<file path="src/rtl/mbist_sched_pkg.sv">
// Shared definitions for the MBIST scheduler: FSM encodings and
// the memory-index width helper.
package mbist_sched_pkg;

  localparam logic [2:0] ST_IDLE = 3'd0;
  localparam logic [2:0] ST_ERST = 3'd1;
  localparam logic [2:0] ST_RUN  = 3'd2;
  localparam logic [2:0] ST_CAPT = 3'd3;
  localparam logic [2:0] ST_NEXT = 3'd4;
  localparam logic [2:0] ST_DONE = 3'd5;

  // Index width for n memories, never below one bit.
  function automatic int sel_w(input int n);
    return (n > 1) ? $clog2(n) : 1;
  endfunction

endpackage

</file>
<file path="src/rtl/mbist_next_sel.sv">
// Find-next-set-bit over the memory mask: lowest set bit when
// first_i is high, else lowest set bit strictly above idx_i.
module mbist_next_sel #(
  parameter int NUM_MEM = 4,
  parameter int SEL_W   = 2
) (
  input  logic [NUM_MEM-1:0] mask_i,
  input  logic [SEL_W-1:0]   idx_i,
  input  logic               first_i,
  output logic [SEL_W-1:0]   nxt_idx_o,
  output logic               none_o
);

  always_comb begin
    nxt_idx_o = '0;
    none_o    = 1'b1;
    for (int i = NUM_MEM - 1; i >= 0; i--) begin
      if (mask_i[i] && (first_i || (i > int'(idx_i)))) begin
        nxt_idx_o = SEL_W'(i);
        none_o    = 1'b0;
      end
    end
  end

endmodule

</file>
<file path="src/rtl/mbist_sched.sv">
// Sequences one shared MBIST engine over NUM_MEM memories in index order.
// Optional per-memory watchdog: define MBIST_TIMEOUT_EN.
module mbist_sched
  import mbist_sched_pkg::*;
#(
  parameter int NUM_MEM   = 4,
  parameter int SEL_W     = sel_w(NUM_MEM),
  parameter int TO_CYCLES = 4096,
  parameter int TO_W      = 13
) (
  input  logic               clk,
  input  logic               rst,
  input  logic               start,
  input  logic [NUM_MEM-1:0] mem_mask,
  input  logic               eng_done,
  input  logic               eng_fault,
  output logic               eng_rst,
  output logic               eng_mode,
  output logic [SEL_W-1:0]   eng_sel,
  output logic               busy,
  output logic               done,
  output logic [NUM_MEM-1:0] fail_map,
  output logic [NUM_MEM-1:0] timeout_map
);

  if (TO_W < 1 || TO_CYCLES < 1 ||
      (64'd1 << TO_W) <= 64'(TO_CYCLES)) begin : g_bad_cfg
    $error("mbist_sched: TO_W too narrow for TO_CYCLES");
  end

  logic [2:0]         state_q, state_d;
  logic [SEL_W-1:0]   idx_q, idx_d;
  logic [NUM_MEM-1:0] mask_q, mask_d;
  logic [NUM_MEM-1:0] fail_q, fail_d;
  logic [NUM_MEM-1:0] to_q, to_d;
  logic               acc_q, acc_d;
  logic               mode_q, busy_q, done_q;

  logic               idle_like;
  logic [NUM_MEM-1:0] scan_mask;
  logic [SEL_W-1:0]   nxt_idx;
  logic               nxt_none;

  assign idle_like = (state_q == ST_IDLE) || (state_q == ST_DONE);
  assign scan_mask = idle_like ? mem_mask : mask_q;

  mbist_next_sel #(
    .NUM_MEM (NUM_MEM),
    .SEL_W   (SEL_W)
  ) u_next_sel (
    .mask_i    (scan_mask),
    .idx_i     (idx_q),
    .first_i   (idle_like),
    .nxt_idx_o (nxt_idx),
    .none_o    (nxt_none)
  );

`ifdef MBIST_TIMEOUT_EN
  localparam logic [TO_W-1:0] TO_LAST = TO_W'(TO_CYCLES - 1);
  logic [TO_W-1:0] cnt_q, cnt_d;
`endif

  always_comb begin
    state_d = state_q;
    idx_d   = idx_q;
    mask_d  = mask_q;
    fail_d  = fail_q;
    to_d    = to_q;
    acc_d   = acc_q;
`ifdef MBIST_TIMEOUT_EN
    cnt_d   = cnt_q;
`endif
    unique case (state_q)
      ST_IDLE, ST_DONE: begin
        if (start) begin
          mask_d  = mem_mask;
          fail_d  = '0;
          to_d    = '0;
          acc_d   = 1'b0;
          idx_d   = nxt_idx;
          state_d = nxt_none ? ST_DONE : ST_ERST;
        end
      end
      ST_ERST: begin
        acc_d   = 1'b0;
`ifdef MBIST_TIMEOUT_EN
        cnt_d   = '0;
`endif
        state_d = ST_RUN;
      end
      ST_RUN: begin
        acc_d = acc_q | eng_fault;
        if (eng_done) begin
          state_d = ST_CAPT;
`ifdef MBIST_TIMEOUT_EN
        end else if (cnt_q == TO_LAST) begin
          fail_d[idx_q] = 1'b1;
          to_d[idx_q]   = 1'b1;
          acc_d         = 1'b0;
          state_d       = ST_NEXT;
        end else begin
          cnt_d = cnt_q + 1'b1;
`endif
        end
      end
      // Engine compare is registered: the last fault lands here.
      ST_CAPT: begin
        fail_d[idx_q] = acc_q | eng_fault;
        acc_d         = 1'b0;
        state_d       = ST_NEXT;
      end
      ST_NEXT: begin
        if (nxt_none) begin
          state_d = ST_DONE;
        end else begin
          idx_d   = nxt_idx;
          state_d = ST_ERST;
        end
      end
      default: state_d = ST_IDLE;
    endcase
  end

  always_ff @(posedge clk) begin
    if (rst) begin
      state_q <= ST_IDLE;
      idx_q   <= '0;
      mask_q  <= '0;
      fail_q  <= '0;
      to_q    <= '0;
      acc_q   <= 1'b0;
      mode_q  <= 1'b0;
      busy_q  <= 1'b0;
      done_q  <= 1'b0;
    end else begin
      state_q <= state_d;
      idx_q   <= idx_d;
      mask_q  <= mask_d;
      fail_q  <= fail_d;
      to_q    <= to_d;
      acc_q   <= acc_d;
      mode_q  <= (state_d == ST_RUN) || (state_d == ST_CAPT);
      busy_q  <= (state_d == ST_ERST) || (state_d == ST_RUN) ||
                 (state_d == ST_CAPT) || (state_d == ST_NEXT);
      done_q  <= (state_d == ST_DONE);
    end
  end

`ifdef MBIST_TIMEOUT_EN
  always_ff @(posedge clk) begin
    if (rst) begin
      cnt_q <= '0;
    end else begin
      cnt_q <= cnt_d;
    end
  end

  assign timeout_map = to_q;
`else
  assign timeout_map = '0;
`endif

  assign eng_rst  = rst | (state_q == ST_ERST);
  assign eng_mode = mode_q;
  assign eng_sel  = idx_q;
  assign busy     = busy_q;
  assign done     = done_q;
  assign fail_map = fail_q;

endmodule

</file>
<file path="config.mk">
export PLATFORM = sky130hd
export DESIGN_NAME = mbist_sched
export DESIGN_NICKNAME = d
export VERILOG_FILES = /design/src/rtl/mbist_sched_pkg.sv /design/src/rtl/mbist_next_sel.sv /design/src/rtl/mbist_sched.sv
export SDC_FILE = /design/constraint.sdc
export NUM_CORES = 1
export LEC_CHECK = 0
export ABC_CLOCK_PERIOD_IN_PS = 2100
export CELL_PAD_IN_SITES_DETAIL_PLACEMENT = 1
export CELL_PAD_IN_SITES_GLOBAL_PLACEMENT = 2
export CORE_MARGIN = 1
export CORE_UTILIZATION = 27
export DETAILED_ROUTE_END_ITERATION = 12
export PLACE_DENSITY_LB_ADDON = 0.05
export SYNTH_ARGS = -nofsm -noshare
export SYNTH_HDL_FRONTEND = slang
export SYNTH_SLANG_ARGS = --single-unit
export TNS_END_PERCENT = 50
</file>
<file path="constraint.sdc">
create_clock -name clk -period 2.1 [get_ports clk]
set_clock_uncertainty 0.15 [all_clocks]
set_input_delay 0.63 -clock clk [delete_from_list [all_inputs] [get_ports clk]]
set_output_delay 0.63 -clock clk [all_outputs]
set_load 0.005 [all_outputs]
</file>
# After elaboration in Yosys (flattened, before gate mapping)
# Cells that the tools add are included.
[op_classes]
order_cmp = 5
eq_ne = 12
n_mux = 23
n_bitwise = 2
n_reduce_logical = 23
[ops]
columns = ["operator", "count"]
rows = [
  ["case mux 3 bit (5 select lines)", 1],
  ["== test 3 x 2 -> 1 bit, second input constant", 4],
  ["== test 3 bit, second input constant", 4],
  ["two-way mux 2 bit", 6],
  ["two-way mux 3 bit", 3],
  ["logical OR 1 bit", 8],
  ["two-way mux 4 bit", 2],
  ["case mux 4 bit (2 select lines)", 1],
  ["== test 3 x 1 -> 1 bit, second input constant", 2],
  ["two-way mux 1 bit", 6],
  ["AND reduction 2 bit", 3],
  ["logical AND 1 bit", 5],
  ["bitwise mux 4 bit", 1],
  ["> comparator 2 bit, first input constant", 2],
  ["inequality test 2 bit, second input constant", 2],
  ["case mux 2 bit (2 select lines)", 1],
  ["nonzero test 2 bit", 2],
  ["OR reduction 2 bit", 2],
  ["zero test 3 bit", 1],
  ["< comparator 2 x 3 -> 1 bit, second input constant", 1],
  ["case mux 1 bit (3 select lines)", 1],
  ["AND reduction 3 bit", 1],
  ["nonzero test 3 bit", 1],
  ["demux 1 bit (select 2 bit)", 1],
  ["3 further kinds", 4],
]
[totals]
regBits = 17
input_bits = 9
elab_cells = 73

# Longest topological paths before layout
# Gate-level depths: netlist of run 1.
[logic_depth]
word_depth = 15
mapped_depth = 5
depth_no_buf = 4

# Cells and area by module
# From an unflattened synthesis of run 1, not the netlist that was laid out.
[hier_totals]
cells_unflattened = 118
area_unflattened_um2 = 1019.7
[by_module_without_submodules]
columns = ["module", "n_inst", "cells_each", "area_each_um2", "seq_area_each_um2"]
rows = [
  ["mbist_sched", 1, 103, 933.4, 340.3],
  ["mbist_next_sel", 1, 15, 86.3, 0.0],
]

# Worst setup path after synthesis of run 1
# OpenSTA, ideal clock, no wires.
[synth_path]
kind = "input to output"
startpoint = "input rst"
endpoint = "output eng_rst"
arrival_time_ps = 1066
required_time_ps = 1320
slack_ps = 254
path_stages = 3
n_path_buf = 1
cell_sequence = "clkbuf_1 > inv_1 > o21ai_0"
[synth_via]
elab_chain_cells = 1
[synth_rtl]
columns = ["item", "line_no", "rtl"]
rows = [
  ["start, declared", "mbist_sched.sv:12", "input logic rst,"],
  ["bitwise OR 1 bit", "mbist_sched.sv:163", "assign eng_rst = rst | (state_q == ST_ERST);"],
  ["end, declared", "mbist_sched.sv:17", "output logic eng_rst,"],
]
# No other way between the ends.

# Final worst setup path of run 1
[layout_path]
startpoint = "register fail_q[2] (netlist: fail_map[2])"
endpoint = "output fail_map[2]"
[layout_rtl]
columns = ["item", "line_no", "rtl"]
rows = [
  ["start, declared", "mbist_sched.sv:34", "logic [NUM_MEM-1:0] fail_q, fail_d;"],
  ["start signal, assigned", "mbist_sched.sv:139", "fail_q <= fail_d;"],
  ["end, declared", "mbist_sched.sv:22", "output logic [NUM_MEM-1:0] fail_map,"],
]
# No word-level cell between the ends.

==> run_summary.xml, run 1 <==
<?xml version="1.0" encoding="UTF-8"?>
<metrics>
  <group name="logic_synthesis">
    <metric name="synth-compound-area-share" unit="%">34.3</metric>
    <metric name="muxShareOfSynthArea" unit="%">1.04</metric>
    <metric name="synth_seq_area_share" unit="%">33.2</metric>
    <metric name="async_reset_ff_share" unit="%">0</metric>
    <metric name="synth_cell_types" unit="">40</metric>
    <metric name="synth_area_in_adders" unit="%">0</metric>
    <metric name="main_combinational_cell_family_by_area_after_synthesis" unit="">compound AO/OA/AOI/OAI gates</metric>
    <metric name="yosys.area_share.simple" unit="%">18.4</metric>
    <metric name="post_synth_instance_area" unit="um2">963</metric>
    <metric name="number_of_enable_flip_flop_cells_after_synthesis" unit="">0</metric>
    <metric name="netlist_instances" unit="">122</metric>
    <metric name="yosysWarningCount" unit="">0</metric>
    <metric name="syn_avg_cell_area" unit="um2">7.90</metric>
    <metric name="flops_latches_synth" unit="">16</metric>
    <metric name="synth_flop_cell" unit="">dfxtp_1</metric>
    <metric name="synth_xor_area_share" unit="%">1.82</metric>
  </group>
  <group name="clocking">
    <metric name="post-cts-setup-buffer-count" unit="">0</metric>
    <metric name="worst_setup_hold_path_clk_slew" unit="ns">0.10</metric>
    <metric name="clock_tree.htree_level_count" unit="">1</metric>
    <metric name="root_buffer" unit="">clkbuf_4</metric>
    <metric name="clockBufferDepth" unit="">2</metric>
    <metric name="clock_sinks" unit="">16</metric>
    <metric name="worst_skew_pair.late_latency" unit="ns">0.29</metric>
    <metric name="cts_buffers" unit="">3</metric>
    <metric name="cts_tree" unit="">yes</metric>
  </group>
  <group name="power">
    <metric name="vdd_ir_drop_max" unit="V">0.000485</metric>
    <metric name="power_density" unit="mW/mm2">945</metric>
    <metric name="static-leakage-power" unit="nW">0.492</metric>
  </group>
  <group name="timing">
    <metric name="final-setup-viol-count" unit="">0</metric>
    <metric name="final_period_minus_worst_setup_slack" unit="ns">1.93</metric>
    <metric name="fin_tns_setup" unit="ns">0</metric>
    <metric name="rsz0062_at_grt" unit="">false</metric>
    <metric name="fmax" unit="MHz">519</metric>
    <metric name="max_slew.worst_pin.slew" unit="ns">0.682</metric>
    <metric name="hold_viol" unit="">0</metric>
    <metric name="final_max_slew_viol_count" unit="">0</metric>
    <metric name="period_share" unit="%">91.8</metric>
    <metric name="max-slew-margin-rel" unit="%">54.4</metric>
    <metric name="hold_slack" unit="ns">0.314</metric>
  </group>
  <group name="global_route">
    <metric name="pin_count_of_the_biggest_net_entering_global_routing" unit="">19</metric>
    <metric name="antenna_found_initial" unit="">0</metric>
    <metric name="number_of_global_route_vias_before_repair" unit="">937</metric>
    <metric name="total_routing_usage_reported_by_global_routing" unit="%">16.2</metric>
    <metric name="globalRoute.totalOverflow" unit="">0</metric>
    <metric name="grt_first_pass_wirelength" unit="um">4490</metric>
  </group>
  <group name="setup_path">
    <metric name="crit_path_end_kind" unit="">primary output</metric>
    <metric name="critical_path.max_fanout" unit="">2</metric>
    <metric name="critPathTopFamily" unit="">buffers and inverters</metric>
    <metric name="startpoint" unit="">fail_map[2]</metric>
    <metric name="critical_path.startpoint_type" unit="">flop</metric>
    <metric name="critPathRequiredTime" unit="ns">1.32</metric>
    <metric name="worstPathCellList" unit="">clkdlybuf4s50_1</metric>
    <metric name="max_stage_delay" unit="ns">0.50</metric>
    <metric name="crit-reg2reg-launch" unit="">state_q[0]</metric>
    <metric name="worstPathArrival" unit="ns">1.15</metric>
    <metric name="crit_buf_inv" unit="">1</metric>
    <metric name="worst-setup-path-type" unit="">flop to primary output</metric>
    <metric name="critical_path.slowest_cell" unit="">clkdlybuf4s50_1</metric>
  </group>
  <group name="layout">
    <metric name="leading_cell_types_in_the_layout_fill_and_taps_excluded" unit="">dfxtp_1, clkdlybuf4s50_1, buf_4, a21oi_1, nor2_1</metric>
    <metric name="multi_input_comb_area" unit="um2">554</metric>
    <metric name="post_route_cells_drive_above_1_share" unit="%">19.3</metric>
    <metric name="ff_latch_area" unit="um2">320</metric>
    <metric name="antenna-diode-count" unit="">0</metric>
    <metric name="design.final.nets" unit="">160</metric>
    <metric name="area_delta_synth_final" unit="%">33.8</metric>
    <metric name="filler_cell_count" unit="">427</metric>
    <metric name="final_design_area_no_fill" unit="mm2">0.00129</metric>
  </group>
  <group name="drt">
    <metric name="drt_drc_violations_left" unit="">0</metric>
    <metric name="drtIter0Drc" unit="">29</metric>
    <metric name="finalWirelength" unit="um">2690</metric>
    <metric name="antenna_violating_nets_post_route" unit="">0</metric>
    <metric name="via_per_inst" unit="">4.88</metric>
    <metric name="post_drt_wl_per_cell" unit="um">13.7</metric>
    <metric name="drtPass1Iterations" unit="">4</metric>
    <metric name="dr_total_vias" unit="">957</metric>
  </group>
  <group name="floorplanning">
    <metric name="design.portCount" unit="">23</metric>
    <metric name="die_h" unit="um">61.7</metric>
    <metric name="floorplan.initialDensity" unit="%">28.4</metric>
    <metric name="row_count" unit="">21</metric>
    <metric name="die_area" unit="mm2">0.00381</metric>
    <metric name="die_wd" unit="um">61.7</metric>
    <metric name="core_region_area" unit="mm2">0.00339</metric>
  </group>
  <group name="placed_design">
    <metric name="place.gp.congestion" unit="">0.716</metric>
    <metric name="hpwlAfterDp" unit="um">2040</metric>
    <metric name="dpl-instance-area" unit="mm2">0.00125</metric>
    <metric name="buffer_ports.inserted" unit="">18</metric>
  </group>
  <group name="job">
    <metric name="maxCapViolCount" unit="">0</metric>
  </group>
  <group name="hold_path">
    <metric name="worstHoldPathType" unit="">flop to flop</metric>
    <metric name="hp-start" unit="">acc_q</metric>
  </group>
  <group name="run_status">
    <metric name="run_status" unit="">completed</metric>
  </group>
</metrics>
registers in the layout (all words and copies together), names as in the netlist:
name	count
eng_sel	2
mask_q	3
eng_mode	1
acc_q	1
done	1
busy	1
state_q	3
fail_map	4
synth_stat cells (3+ instances only):
library cell  instances  area (um2)
nor2_1               12        45.0
nor2b_1               3        18.8
o21ai_1               5        25.0
nor3_1                4        20.0
inv_1                 7        26.3
nand2_1               4        15.0
dfxtp_1              16         320
nand3_1               4        20.0
buf_4                 6        45.0
o21ai_0               6        30.0
buf_2                 5        25.0
nand2b_1              3        18.8
a21oi_1              15        75.1
worst reg2reg max path: stages (launching register included):
cell and delay [ns]:
dfxtp_1 0.35, buf_4 0.20, xor2_1 0.58, o21a_1 0.33
o21ai_1 0.10, a21oi_1 0.13
report_power, final:
group          switching, mW  internal (mW)  leakage, nW  total (mW)
clock                  0.104          0.106       0.0210       0.210
combinational          0.343          0.274        0.340       0.617
sequential            0.0313          0.360        0.131       0.391
total                  0.478          0.740        0.492        1.22
routing by layer:
metal  vias up  routed length (um)  GRT usage, %
met5         -                   0             0
met4         0                  17          2.86
met3         2                  57          3.73
met2        10                1300          27.3
met1       460                1310          21.4
li1        485                   -             -
area by class of cell:
| cell class | instances | area share (%) |
|---|---|---|
| Tap cell | 46 | 4.47 |
| Clock buffer | 4 | 2.82 |
| Timing Repair Buffer | 34 | 22.8 |
| Inverter | 7 | 2.04 |
| Multi-Input combinational cell | 89 | 43.0 |
| Sequential cell | 16 | 24.9 |
repair_timing:
item | CTS | global route
endpoints found under the hold margin | 0 | 0
setup endpoints to repair | 1 | 0
hold buffers | 0 | 0
resized for setup | 8 | 0
stage by stage:
step	std cells	total power [mW]	setup WS, ns	utilization (%)
3_5_place_dp	192	1.02	-0.550	37.0
3_3_place_gp	192	1.01	-0.530	37.0
6_report	196	1.22	0.172	38.0
2_1_floorplan	125	0.803	0.254	-
4_1_cts	196	1.23	0.166	38.0
5_1_grt	196	1.32	0.0612	38.0
final timing paths:
check,end,slack (ns),cells after the start
max,fail_map[2],0.17,1
max reg2reg,fail_map[3],0.22,5
min reg2reg,acc_q,0.31,2
min,acc_q,0.31,2
kinds of logic (layout without fill, tap and decap cells):
logic type      after synthesis  in the layout
compound gates               47             47
xor+xnor                      2              2
buf+inv                      20             45
flops                        16             16
mux                           1              1
other cells                   1              4
simple gates                 35             35
Note: power is estimated with default switching activity, not from simulation.
==> inputs of run 2 (changes only) <==
--- a/config.mk
+++ b/config.mk
@@ -12,6 +12,7 @@
 export CORE_UTILIZATION = 27
 export DETAILED_ROUTE_END_ITERATION = 12
 export PLACE_DENSITY_LB_ADDON = 0.05
+export RECOVER_POWER = 100
 export SYNTH_ARGS = -nofsm -noshare
 export SYNTH_HDL_FRONTEND = slang
 export SYNTH_SLANG_ARGS = --single-unit
==> run 2 against run 1 <==
Combinational power fell by 3.9%. Via count shrank 0.42%. Setup slack worse by 0.060 ns. Die area stayed put. Fmax is 3.0% lower. Worst hold slack barely moved. Largest cell class unchanged. Utilization fell by 0.63 points. First-iteration DRC count unchanged. Flip-flop and latch count did not move.
==> run_summary.xml, run 2 (synthesis results as in run 1) <==
<?xml version="1.0" encoding="UTF-8"?>
<metrics>
  <group name="run_status">
    <metric name="run_status" unit="">completed</metric>
  </group>
  <group name="drt">
    <metric name="finalWirelength" unit="um">2710</metric>
    <metric name="top_layer" unit="">met4</metric>
    <metric name="wl_met2" unit="um">1300</metric>
    <metric name="via_per_inst" unit="">4.86</metric>
    <metric name="wl_met3" unit="um">52</metric>
    <metric name="antenna_violating_nets_post_route" unit="">0</metric>
    <metric name="wirelength_met1" unit="um">1340</metric>
    <metric name="drt_drc_violations_left" unit="">0</metric>
    <metric name="drtPass1Iterations" unit="">4</metric>
    <metric name="dr_total_vias" unit="">953</metric>
    <metric name="drtIter0Drc" unit="">29</metric>
    <metric name="post_drt_wl_per_cell" unit="um">13.8</metric>
  </group>
  <group name="power">
    <metric name="power_density" unit="mW/mm2">941</metric>
    <metric name="static-leakage-power" unit="nW">0.508</metric>
    <metric name="vdd_ir_drop_max" unit="V">0.000482</metric>
    <metric name="fin_total_pwr" unit="mW">1.19</metric>
  </group>
  <group name="placed_design">
    <metric name="dpl-instance-area" unit="mm2">0.00125</metric>
    <metric name="place.detailed.instances" unit="">192</metric>
    <metric name="buffer_ports.inserted" unit="">18</metric>
    <metric name="place.gp.congestion" unit="">0.716</metric>
    <metric name="hpwlAfterDp" unit="um">2040</metric>
  </group>
  <group name="layout">
    <metric name="leading_cell_types_in_the_layout_fill_and_taps_excluded" unit="">dfxtp_1, a21oi_1, buf_4, nor2_1, dlygate4sd3_1</metric>
    <metric name="mostFrequentLayoutCell" unit="">dfxtp_1</metric>
    <metric name="max_reg_flops" unit="">4</metric>
    <metric name="post_route_cells_drive_above_1_share" unit="%">16.0</metric>
    <metric name="design.final.nets" unit="">160</metric>
    <metric name="area_delta_synth_final" unit="%">31.6</metric>
    <metric name="final_design_area_no_fill" unit="mm2">0.00127</metric>
    <metric name="multi_input_comb_area" unit="um2">541</metric>
    <metric name="filler_cell_count" unit="">431</metric>
    <metric name="finish.cell_count_without_fillers" unit="">196</metric>
    <metric name="ff_latch_area" unit="um2">320</metric>
    <metric name="antenna-diode-count" unit="">0</metric>
  </group>
  <group name="clocking">
    <metric name="worst_skew_pair.late_latency" unit="ns">0.29</metric>
    <metric name="cts_buffers" unit="">3</metric>
    <metric name="cts_tree" unit="">yes</metric>
    <metric name="ctsHoldBuffers" unit="">0</metric>
    <metric name="root_buffer" unit="">clkbuf_4</metric>
    <metric name="clock_tree.htree_level_count" unit="">1</metric>
    <metric name="clock_sinks" unit="">16</metric>
    <metric name="clockBufferDepth" unit="">2</metric>
    <metric name="worst_setup_hold_path_clk_slew" unit="ns">0.10</metric>
  </group>
  <group name="setup_path">
    <metric name="worstPathArrival" unit="ns">1.21</metric>
    <metric name="critical_path.slowest_cell" unit="">dlygate4sd3_1</metric>
    <metric name="critPathTopFamily" unit="">buffers and inverters</metric>
    <metric name="crit_path_end_kind" unit="">primary output</metric>
    <metric name="critPathRequiredTime" unit="ns">1.32</metric>
    <metric name="crit_buf_inv" unit="">1</metric>
    <metric name="rrSetupSlack" unit="ns">0.20</metric>
    <metric name="worstPathCellList" unit="">dlygate4sd3_1</metric>
    <metric name="critical_path.max_fanout" unit="">2</metric>
    <metric name="worst-setup-path-type" unit="">flop to primary output</metric>
    <metric name="max_stage_delay" unit="ns">0.57</metric>
    <metric name="critical_path.startpoint_type" unit="">flop</metric>
  </group>
  <group name="global_route">
    <metric name="number_of_global_route_vias_before_repair" unit="">937</metric>
    <metric name="globalRoute.totalOverflow" unit="">0</metric>
    <metric name="pin_count_of_the_biggest_net_entering_global_routing" unit="">19</metric>
    <metric name="total_routing_usage_reported_by_global_routing" unit="%">16.2</metric>
    <metric name="grt_first_pass_wirelength" unit="um">4490</metric>
    <metric name="antenna_found_initial" unit="">0</metric>
  </group>
  <group name="floorplanning">
    <metric name="row_count" unit="">21</metric>
    <metric name="die_area" unit="mm2">0.00381</metric>
    <metric name="die_h" unit="um">61.7</metric>
    <metric name="die_wd" unit="um">61.7</metric>
    <metric name="core_region_area" unit="mm2">0.00339</metric>
    <metric name="floorplan.initialDensity" unit="%">28.4</metric>
    <metric name="design.portCount" unit="">23</metric>
  </group>
  <group name="job">
    <metric name="maxCapViolCount" unit="">0</metric>
  </group>
  <group name="timing">
    <metric name="max_slew.worst_pin.slew" unit="ns">0.774</metric>
    <metric name="period_share" unit="%">94.7</metric>
    <metric name="hold_slack" unit="ns">0.314</metric>
    <metric name="final-setup-viol-count" unit="">0</metric>
    <metric name="final_period_minus_worst_setup_slack" unit="ns">1.99</metric>
    <metric name="fin_tns_setup" unit="ns">0</metric>
    <metric name="fmax" unit="MHz">503</metric>
    <metric name="rsz0062_at_grt" unit="">false</metric>
    <metric name="final_max_slew_viol_count" unit="">0</metric>
    <metric name="hold_viol" unit="">0</metric>
    <metric name="max-slew-margin-rel" unit="%">48.4</metric>
  </group>
  <group name="hold_path">
    <metric name="worstHoldPathType" unit="">flop to flop</metric>
  </group>
</metrics>
## run 2: repair_timing
item                                    4_1_cts  5_1_grt
hold endpoints to repair                      0        0
buffers inserted                              0        0
endpoints found under the setup margin        1        0
resized for setup                             8        0
## run 2: per-layer routing
metal  up-vias  global-route usage [%]
met5         -                       0
met4         0                    2.86
met3         2                    3.73
met2        10                    27.3
met1       457                    21.4
li1        484                       -
## run 2: worst paths after layout
| path | startpoint | endpoint | depth (start not counted) |
|---|---|---|---|
| min reg2reg | acc_q | acc_q | 2 |
| max | fail_map[2] | fail_map[2] | 1 |
| max reg2reg | state_q[0] | fail_map[3] | 5 |
| min | acc_q | acc_q | 2 |
## run 2: cell type report
type	instances	share of cell area, %
tap	46	4.54
inverter	7	2.07
sequential	16	25.3
clock buffer	4	2.86
timing repair buffer	34	22.6
multi-input combinational	89	42.6
## run 2: power by group
group | internal [mW] | switching [mW] | leakage (nW)
sequential | 0.360 | 0.0299 | 0.131
clock | 0.106 | 0.104 | 0.0210
combinational | 0.256 | 0.337 | 0.356
total | 0.722 | 0.470 | 0.508
## run 2: through the flow
stage	utilization [%]	setup slack, ns
final	37.4	0.112
after global placement	37.0	-0.530
after floorplan	-	0.254
after CTS	38.0	0.166
after global routing	37.4	0.0475
after detailed placement	37.0	-0.550
